===== config.mk =====
export PLATFORM = sky130hd
export DESIGN_NAME = led_pattern_ctrl_flat
export DESIGN_NICKNAME = d
export VERILOG_FILES = /design/src/rtl/led_pattern_pkg.sv /design/src/rtl/led_pattern_if.sv /design/src/rtl/led_pattern_ctrl_btn_debounce.sv /design/src/rtl/led_pattern_ctrl.sv /design/src/flat_wrapper.sv
export SDC_FILE = /design/constraint.sdc
export NUM_CORES = 1
export LEC_CHECK = 0
export ABC_AREA = 1
export BUFFER_PORTS_ARGS = -buffer_cell sky130_fd_sc_hd__buf_4
export CAP_MARGIN = 40
export CORE_ASPECT_RATIO = 0.7
export CORE_MARGIN = 5
export CORE_UTILIZATION = 45
export CTS_CLUSTER_SIZE = 12
export DETAILED_ROUTE_END_ITERATION = 8
export PLACE_DENSITY = 0.69
export REMOVE_ABC_BUFFERS = 1
export SETUP_SLACK_MARGIN = 0.2
export SLEW_MARGIN = 20
export SYNTH_ARGS = -nofsm -noshare
export SYNTH_HDL_FRONTEND = slang
export SYNTH_HIERARCHICAL = 1
export SYNTH_SLANG_ARGS = --single-unit
export TNS_END_PERCENT = 5

===== constraint.sdc =====
create_clock -name clk -period 1.9 [get_ports clk]
set_input_delay 0.095 -clock clk [delete_from_list [all_inputs] [get_ports clk]]
set_output_delay 0.095 -clock clk [all_outputs]
set_load 0.005 [all_outputs]

===== src/rtl/led_pattern_pkg.sv =====
// Shared definitions for the LED pattern controller: mode codes, button indices
// and the decoded press request handed to the mode state machine.
package led_pattern_pkg;

    localparam int NUM_BTNS   = 5;
    localparam int BTN_LEFT   = 0;
    localparam int BTN_OFF    = 1;
    localparam int BTN_ON     = 2;
    localparam int BTN_RIGHT  = 3;
    localparam int BTN_BOUNCE = 4;

    typedef enum logic [2:0] {
        MODE_OFF    = 3'd0,
        MODE_ON     = 3'd1,
        MODE_LEFT   = 3'd2,
        MODE_RIGHT  = 3'd3,
        MODE_BOUNCE = 3'd4
    } mode_e;

    typedef struct packed {
        logic  vld;
        mode_e mode;
    } mode_req_t;

    function automatic mode_e btn_to_mode(input int idx);
        case (idx)
            BTN_LEFT:   return MODE_LEFT;
            BTN_ON:     return MODE_ON;
            BTN_RIGHT:  return MODE_RIGHT;
            BTN_BOUNCE: return MODE_BOUNCE;
            default:    return MODE_OFF;
        endcase
    endfunction

endpackage


===== src/rtl/led_pattern_if.sv =====
// Board-facing bundle: raw active-low buttons in, LED drive and mode code out.
interface led_pattern_if
    import led_pattern_pkg::*;
#(
    parameter int N_LEDS = 4
) ();

    logic [NUM_BTNS-1:0] buttons;
    logic [N_LEDS-1:0]   leds;
    logic [2:0]          mode;

    // master is the board/stimulus side, slave is the controller
    modport master (output buttons, input leds, input mode);
    modport slave  (input buttons, output leds, output mode);

endinterface


===== src/rtl/led_pattern_ctrl_btn_debounce.sv =====
// One push-button channel: 2-flop synchroniser, low-level debounce counter and a
// single-cycle press pulse on the accepted high-to-low transition.
module btn_debounce #(
    parameter int DEB_CYCLES = 1000000
) (
    input  logic clk,
    input  logic rst,
    input  logic btn_n,
    output logic press
);

    localparam int CW = (DEB_CYCLES > 1) ? $clog2(DEB_CYCLES) : 1;
    localparam logic [CW-1:0] CNT_LAST = CW'(DEB_CYCLES - 1);

    logic [1:0]    sync;
    logic [CW-1:0] cnt;
    logic          db_low;

    // Counter saturates at CNT_LAST; the DEB_CYCLES-th consecutive low sample
    // flips the debounced state and fires the pulse exactly once.
    always_ff @(posedge clk) begin
        if (rst) begin
            sync   <= 2'b11;
            cnt    <= '0;
            db_low <= 1'b0;
            press  <= 1'b0;
        end else begin
            sync  <= {sync[0], btn_n};
            press <= 1'b0;
            if (sync[1]) begin
                cnt    <= '0;
                db_low <= 1'b0;
            end else if (cnt == CNT_LAST) begin
                if (!db_low) begin
                    db_low <= 1'b1;
                    press  <= 1'b1;
                end
            end else begin
                cnt <= cnt + 1'b1;
            end
        end
    end

endmodule


===== src/rtl/led_pattern_ctrl.sv =====
// LED pattern controller: debounced buttons select a mode; shifting modes advance
// the lit LED once every TICK_CYCLES clocks.
module led_pattern_ctrl
    import led_pattern_pkg::*;
#(
    parameter int N_LEDS      = 4,
    parameter int TICK_CYCLES = 50000000,
    parameter int DEB_CYCLES  = 1000000
) (
    input  logic          clk,
    input  logic          rst,
    led_pattern_if.slave  bus
);

    localparam int SW = $clog2(TICK_CYCLES);
    localparam logic [SW-1:0]     STEP_LAST = SW'(TICK_CYCLES - 1);
    localparam logic [N_LEDS-1:0] LED_LSB   = N_LEDS'(1);
    localparam logic [N_LEDS-1:0] LED_MSB   = LED_LSB << (N_LEDS - 1);

    logic [NUM_BTNS-1:0] press;
    mode_req_t           req;

    mode_e             mode_q, mode_d;
    logic [N_LEDS-1:0] leds_q, leds_d;
    logic [SW-1:0]     step_q, step_d;
    logic              dir_up_q, dir_up_d;
    logic              step_tick;

    genvar g;
    generate
        for (g = 0; g < NUM_BTNS; g++) begin : g_btn
            btn_debounce #(.DEB_CYCLES(DEB_CYCLES)) u_deb (
                .clk   (clk),
                .rst   (rst),
                .btn_n (bus.buttons[g]),
                .press (press[g])
            );
        end
    endgenerate

    // Scan high to low so the lowest simultaneous press is the one kept.
    always_comb begin
        req = '{vld: 1'b0, mode: MODE_OFF};
        for (int i = NUM_BTNS - 1; i >= 0; i--) begin
            if (press[i]) begin
                req.vld  = 1'b1;
                req.mode = btn_to_mode(i);
            end
        end
    end

    always_ff @(posedge clk) begin
        if (rst) begin
            mode_q   <= MODE_OFF;
            leds_q   <= '0;
            step_q   <= '0;
            dir_up_q <= 1'b1;
        end else begin
            mode_q   <= mode_d;
            leds_q   <= leds_d;
            step_q   <= step_d;
            dir_up_q <= dir_up_d;
        end
    end

    assign step_tick = (step_q == STEP_LAST);

    always_comb begin
        mode_d   = mode_q;
        leds_d   = leds_q;
        step_d   = '0;
        dir_up_d = dir_up_q;
        if (req.vld) begin
            // Any press, including the active mode, reloads the entry pattern.
            mode_d   = req.mode;
            dir_up_d = 1'b1;
            case (req.mode)
                MODE_ON:     leds_d = '1;
                MODE_LEFT:   leds_d = LED_LSB;
                MODE_RIGHT:  leds_d = LED_MSB;
                MODE_BOUNCE: leds_d = LED_LSB;
                default:     leds_d = '0;
            endcase
        end else begin
            case (mode_q)
                MODE_OFF: leds_d = '0;
                MODE_ON:  leds_d = '1;
                MODE_LEFT: begin
                    step_d = step_tick ? '0 : step_q + 1'b1;
                    if (step_tick)
                        leds_d = (leds_q << 1) | (leds_q >> (N_LEDS - 1));
                end
                MODE_RIGHT: begin
                    step_d = step_tick ? '0 : step_q + 1'b1;
                    if (step_tick)
                        leds_d = (leds_q >> 1) | (leds_q << (N_LEDS - 1));
                end
                MODE_BOUNCE: begin
                    step_d = step_tick ? '0 : step_q + 1'b1;
                    // Direction flips on arrival at an end, so each end bit
                    // is shown for a single step.
                    if (step_tick && N_LEDS > 1) begin
                        if (dir_up_q) begin
                            leds_d = leds_q << 1;
                            if (leds_d[N_LEDS-1]) dir_up_d = 1'b0;
                        end else begin
                            leds_d = leds_q >> 1;
                            if (leds_d[0]) dir_up_d = 1'b1;
                        end
                    end
                end
                default: begin
                    mode_d = MODE_OFF;
                    leds_d = '0;
                end
            endcase
        end
    end

    assign bus.leds = leds_q;
    assign bus.mode = mode_q;

endmodule


===== src/flat_wrapper.sv =====
// flat-port wrapper written by rule: the top's interface ports become plain ports
module led_pattern_ctrl_flat import led_pattern_pkg::*;
#(
    parameter int N_LEDS      = 4,
    parameter int TICK_CYCLES = 50000000,
    parameter int DEB_CYCLES  = 1000000
)
  (clk, rst, bus_buttons, bus_leds, bus_mode);
  led_pattern_if #(.N_LEDS(N_LEDS)) bus_i ();
  input  logic clk;
  input  logic rst;
  input wire logic [$bits(bus_i.buttons)-1:0] bus_buttons;
  output wire logic [$bits(bus_i.leds)-1:0] bus_leds;
  output wire logic [$bits(bus_i.mode)-1:0] bus_mode;
  assign bus_i.buttons = bus_buttons;
  assign bus_leds = bus_i.leds;
  assign bus_mode = bus_i.mode;
  led_pattern_ctrl #(.N_LEDS(N_LEDS), .TICK_CYCLES(TICK_CYCLES), .DEB_CYCLES(DEB_CYCLES)) u_core (.clk(clk), .rst(rst), .bus(bus_i));
endmodule

[Yosys cells after proc, flatten, opt, wreduce, memory -nomap -nowiden]
Cells that the tools add are included.
Storage, ports and cells
  output and inout bits: 7
  logic and storage cells: 96
  register bits after elaboration: 154
  input bits: 7
Cells by class
  equal/unequal tests: 18
  muxes and demuxes: 22
  $add $sub $neg: 6
  bitwise operators: 8
  reduce and logical (&&, ||, !) cells: 18
Operator list (number)
  $add 20x1->20 const B: 5
  $eq 20x20->1 const B: 5
  $mux 4: 10
  $add 26x1->26 const B: 1
  $eq 26x26->1 const B: 1
  $reduce_or 3->1: 6
  $pmux 4 s4: 1
  $reduce_or 2->1: 7
  $eq 3x2->1 const B: 4
  $pmux 4 s3: 1
  $ne 3x1->1 const B: 3
  $mux 1: 8
  $eq 3x1->1 const B: 2
  $eq 3x3->1 const B: 2
  $mux 3: 2
  $not 1->1: 6
  $reduce_or 5->1: 1
  $or 3x4->4: 1
  $or 4x1->4: 1
  $reduce_or 4->1: 1
  $logic_not 3->1: 1
  $reduce_and 3->1: 1
  $ne 2x1->1 const B: 1
  $reduce_and 2->1: 1

[Longest topological paths before layout]
  word-level depth: 9
  depth in mapped cells: 10
  depth with buffers taken out: 10

[Hierarchy]
Netlist, hierarchy kept.
Modules (own cells, without submodules)
  btn_debounce: cells each 185, area an instance 1281.2 µm², times used 5, sequential area each 480.5 µm²
  led_pattern_ctrl: cells each 302, area an instance 2008.2 µm², times used 1, sequential area each 680.7 µm²

[Worst setup path after synthesis]
Ideal clock, no wire load.
  path kind: flip-flop to flip-flop
  start: reg u_core.step_q[0]
  end: reg u_core.step_q[16]
  library setup time: 0.118 ns
  path buffers: 1
  arrival: 1.369 ns
  required time: 1.782 ns
  clock period less this slack: 1.487 ns
  setup slack: 0.413 ns
  cell stages (with the launch flop): 10
  cell sequence: dfxtp_1 ha_1 nand2_2 nor2_4 nand2_1 nor2_2 nand3_4 nand3_4 buf_8 nor2_4
On the way
  cells in the longest elaborated chain, start to end: 2
RTL lines
  start, declared: line led_pattern_ctrl.sv:25  | logic [SW-1:0] step_q, step_d;
  start signal, assigned: line led_pattern_ctrl.sv:61  | step_q <= step_d;
  branches (longest 2 deep; another with $add 26x1->26)
Parallel ways; which one is timed is not known.
A chain may end at the register's enable or synchronous reset.

[Worst setup path in the final report]
  start: reg u_core.step_q[0]
  end: reg u_core.step_q[12]
Same word-level chain as after synthesis.

==> metrics.csv <==
stage,metric,value,unit
logic_synthesis,synth-edff-count,0,
route,drt_iter0_drc,607,
floorplanning,io_pins,14,
route,postRouteAntennaNets,0,
sta,setup_viol,0,
cells_and_area,multi_input_area,0.00472,mm²
sta,drv_slew,0,
clock_tree,ctsResizeCount,0,
pwr,power.density,724,mW/mm²
floorplanning,die_x,173,µm
cells_and_area,diodes,0,
placed_design,place_congestion,0.866,
global_routing,grt_remaining_overflow,0,
run_status,status,"complete, no violations",
pwr,leakagePower,2.98,nW
floorplanning,dieHeight,124,µm
cells_and_area,num-nets-final,1271,
clock_tree,cts_buffer_depth,2,
global_routing,grt_pass1_wl,31.9,mm
cells_and_area,finalInstanceArea,0.00945,mm²
sta,finalHoldViolations,0,
pwr,p_comb_share,1.2,%
floorplanning,start_util,46.2,%
placed_design,dpl.hpwl,13.5,mm
worst_setup_path,cp-start-kind,flip-flop,
route,avgViaCountPerCell,4.96,
sta,clock.fmax,0.630,GHz
sta,tns,0,ns
logic_synthesis,synth_area_leaders,"dfxtp_1 (37%), nand2_1 (12%), nor2_1 (9.2%)",
logic_synthesis,yosysTopAreaCellShare,36.6,%
logic_synthesis,synth-main-ff-cell,dfxtp_1,
worst_setup_path,arrival,1.90,ns
route,first_pass_iters,5,
route,drc,0,
cells_and_area,most-common-layout-cells,"nand2_1 (273), nor2_1 (207), dfxtp_1 (154), inv_1 (134), a21oi_1 (90)",
worst_setup_path,crit_fanout,19,
clock_tree,clockRootBuffer,clkbuf_16,
floorplanning,core_area,0.0182,mm²
sta,setup_ws,0.313,ns
global_routing,grt_pass1_vias,6740,
cells_and_area,drive_gt1_share,15.4,%
logic_synthesis,async_reset_ff_share,0,%
pwr,p_seq_share,47.4,%
clock_tree,cts_sinks,154,
logic_synthesis,synth_cell_types,31,
logic_synthesis,yosysSeqAreaShare,36.6,%
pwr,swShare,21.2,%
worst_setup_path,cp_common_cell,nand3_4,
clock_tree,cts_tree,built,
worst_hold_path,hp-class,primary input to flip-flop,
clock_tree,worstSkewPairLatency,0.43,ns
clock_tree,htreeDepth,4,
route,wl_per_cell,12.1,µm
sta,fin_crit_sh,83.5,%
worst_setup_path,path_class,flip-flop to flip-flop,
cells_and_area,final_util,51.9,%
worst_setup_path,crit_chain,ha_1 > nand2_2 > nor2_4 > nand2_1 > nor2_2 > nand3_4 > nand3_4 > nor2_1,
logic_synthesis,ys_warn_count,6,
sta,maxSlewHeadroom,69.4,%
cells_and_area,n_fill_cell,1801,
logic_synthesis,synth_seq_cells,154,
worst_setup_path,max_stage_delay,0.35,ns
worst_setup_path,crit_family,simple AND/OR/NAND/NOR gates,
global_routing,antenna_found_initial,0,
global_routing,grt_start_max_net_pins,22,
global_routing,grt_usage,17.5,%
pwr,p_clk_share,51.4,%
placed_design,dp_slack,0.295,ns
logic_synthesis,synth_area_per_cell,6.86,µm²
worst_setup_path,slowest_stage,dfxtp_1,
clock_tree,path_clk_slew,0.06,ns
cells_and_area,area_growth,12.3,%
clock_tree,cts_inserted_buffers,17,
pwr,peakVddDrop,0.457,mV
sta,rsz0062_at_grt,yes,
cells_and_area,stdcell_count,1507,
sta,worst_pin_slew,0.459,ns
clock_tree,postCtsSetupBuffers,0,
placed_design,dpl_cell_area,0.00879,mm²
placed_design,dp.cells,1470,
worst_setup_path,end_kind,flip-flop,
worst_setup_path,cp.required,2.21,ns
pwr,p_sw,1.45,mW
sta,fin_skew,0.0102,ns
logic_synthesis,netlist_instances,1227,
cells_and_area,seq_area,0.00308,mm²
sta,period_minus_slack,1.59,ns
cells_and_area,layout_commonest_cell,nand2_1,
floorplanning,rows,41,
floorplanning,die_area,0.0216,mm²
logic_synthesis,syn_area,0.00841,mm²
worst_setup_path,crit_buf_inv,0,
route,vias,7480,
route,totalWireLength,18.2,mm
run,maxCapViolCount,0,
logic_synthesis,synth.largest_area_cell,dfxtp_1,
placed_design,io_buffer_count,13,
pwr,internal_power,5.39,mW
cell usage after synthesis (6+ instances only):
cell      instances
dfxtp_1         154
nand4_1          33
o21ai_0          28
nor2_4           23
clkbuf_1         10
inv_2            16
nor3_2           10
or2_2            11
o21ai_1          20
nor3_1           16
nor2_1          207
nand3_2           7
inv_1           134
nand2_2          27
nor2_2           32
xnor2_1          23
ha_1              6
nand2_1         273
nand3_1          59
xor2_1           12
nand3_4           8
a21oi_1          90
nand3b_1         12
repair_timing:
action | 4_1_cts | 5_1_grt
hold endpoints to repair | 5 | 0
hold buffers | 5 | 0
endpoints found under the setup margin | 0 | 27
worst register-to-register path, stage by stage (launching register included):
cell     delay, ns
dfxtp_1       0.35
ha_1          0.18
nand2_2       0.08
nor2_4        0.13
nand2_1       0.11
nor2_2        0.16
nand3_4       0.14
nand3_4       0.23
nor2_1        0.09
flip-flops by register name, summed over array words and instances, names as in the netlist:
name	count
u_core/bus.leds	4
u_core/bus.mode	3
u_core/dir_up_q	1
u_core/g_btn.u_deb/cnt	100
u_core/g_btn.u_deb/db_low	5
u_core/g_btn.u_deb/press	5
u_core/g_btn.u_deb/sync	10
u_core/step_q	26
power by group through the flow:
| stage | combinational [mW] | clock, mW | sequential (mW) |
|---|---|---|---|
| 4_1_cts | 0.0823 | 3.61 | 3.25 |
| 5_1_grt | 0.0925 | 3.76 | 3.24 |
| 3_5_place_dp | 0.0743 | 0 | 3.32 |
| 3_3_place_gp | 0.0729 | 0 | 3.32 |
| 6_report | 0.0821 | 3.52 | 3.25 |
| 2_1_floorplan | 0.0401 | 0 | 3.32 |
area by class of cell:
type                            instances  share of cell area [%]
Multi-Input combinational cell        912                    49.9
Sequential cell                       154                    32.6
Inverter                              150                    5.96
Clock buffer                           19                    4.69
Tap cell                              236                    3.12
Timing Repair Buffer                   23                    1.96
Clock inverter                         13                    1.77
routing by layer:
| layer | routed length (µm) | GRT usage (%) |
|---|---|---|
| met1 | 9800 | 26.1 |
| met2 | 7500 | 25.2 |
| met3 | 787 | 3.94 |
| met4 | 151 | 4.64 |
| met5 | 0 | 0 |
through the flow:
| stage | hold slack, ns | power [mW] |
|---|---|---|
| global route | 0.0525 | 7.10 |
| global placement | 0.280 | 3.39 |
| CTS | 0.0150 | 6.94 |
| floorplan | 0.164 | 3.36 |
| detailed placement | 0.282 | 3.39 |
| finish | 0.0355 | 6.85 |
worst paths after layout:
kind | from | end | slack, ns | depth (start not counted)
setup / recovery | u_core/step_q[0]$_SDFF_PP0_ | u_core/step_q[12]$_SDFF_PP0_ | 0.31 | 8
hold reg to reg | u_core/g_btn[0].u_deb/sync[0]$_SDFF_PP1_ | u_core/g_btn[0].u_deb/sync[1]$_SDFF_PP1_ | 0.41 | 1
setup reg to reg | u_core/step_q[0]$_SDFF_PP0_ | u_core/step_q[12]$_SDFF_PP0_ | 0.31 | 8
hold / removal | rst | u_core/bus.mode[1]$_SDFFE_PP0P_ | 0.04 | 2
cell families (layout without fill, tap and decap cells):
| logic type | Yosys count | count (layout) | share of synthesized area, % |
|---|---|---|---|
| buffers and inverters | 161 | 205 | 7.32 |
| flip-flops | 154 | 154 | 36.6 |
| XOR/XNOR | 35 | 35 | 3.64 |
| AO/OA/AOI/OAI | 145 | 145 | 9.01 |
| AND/OR/NAND/NOR | 726 | 726 | 42.5 |
| adder cells (fa/ha/maj) | 6 | 6 | 0.892 |
(Power assumes the default switching activity.)
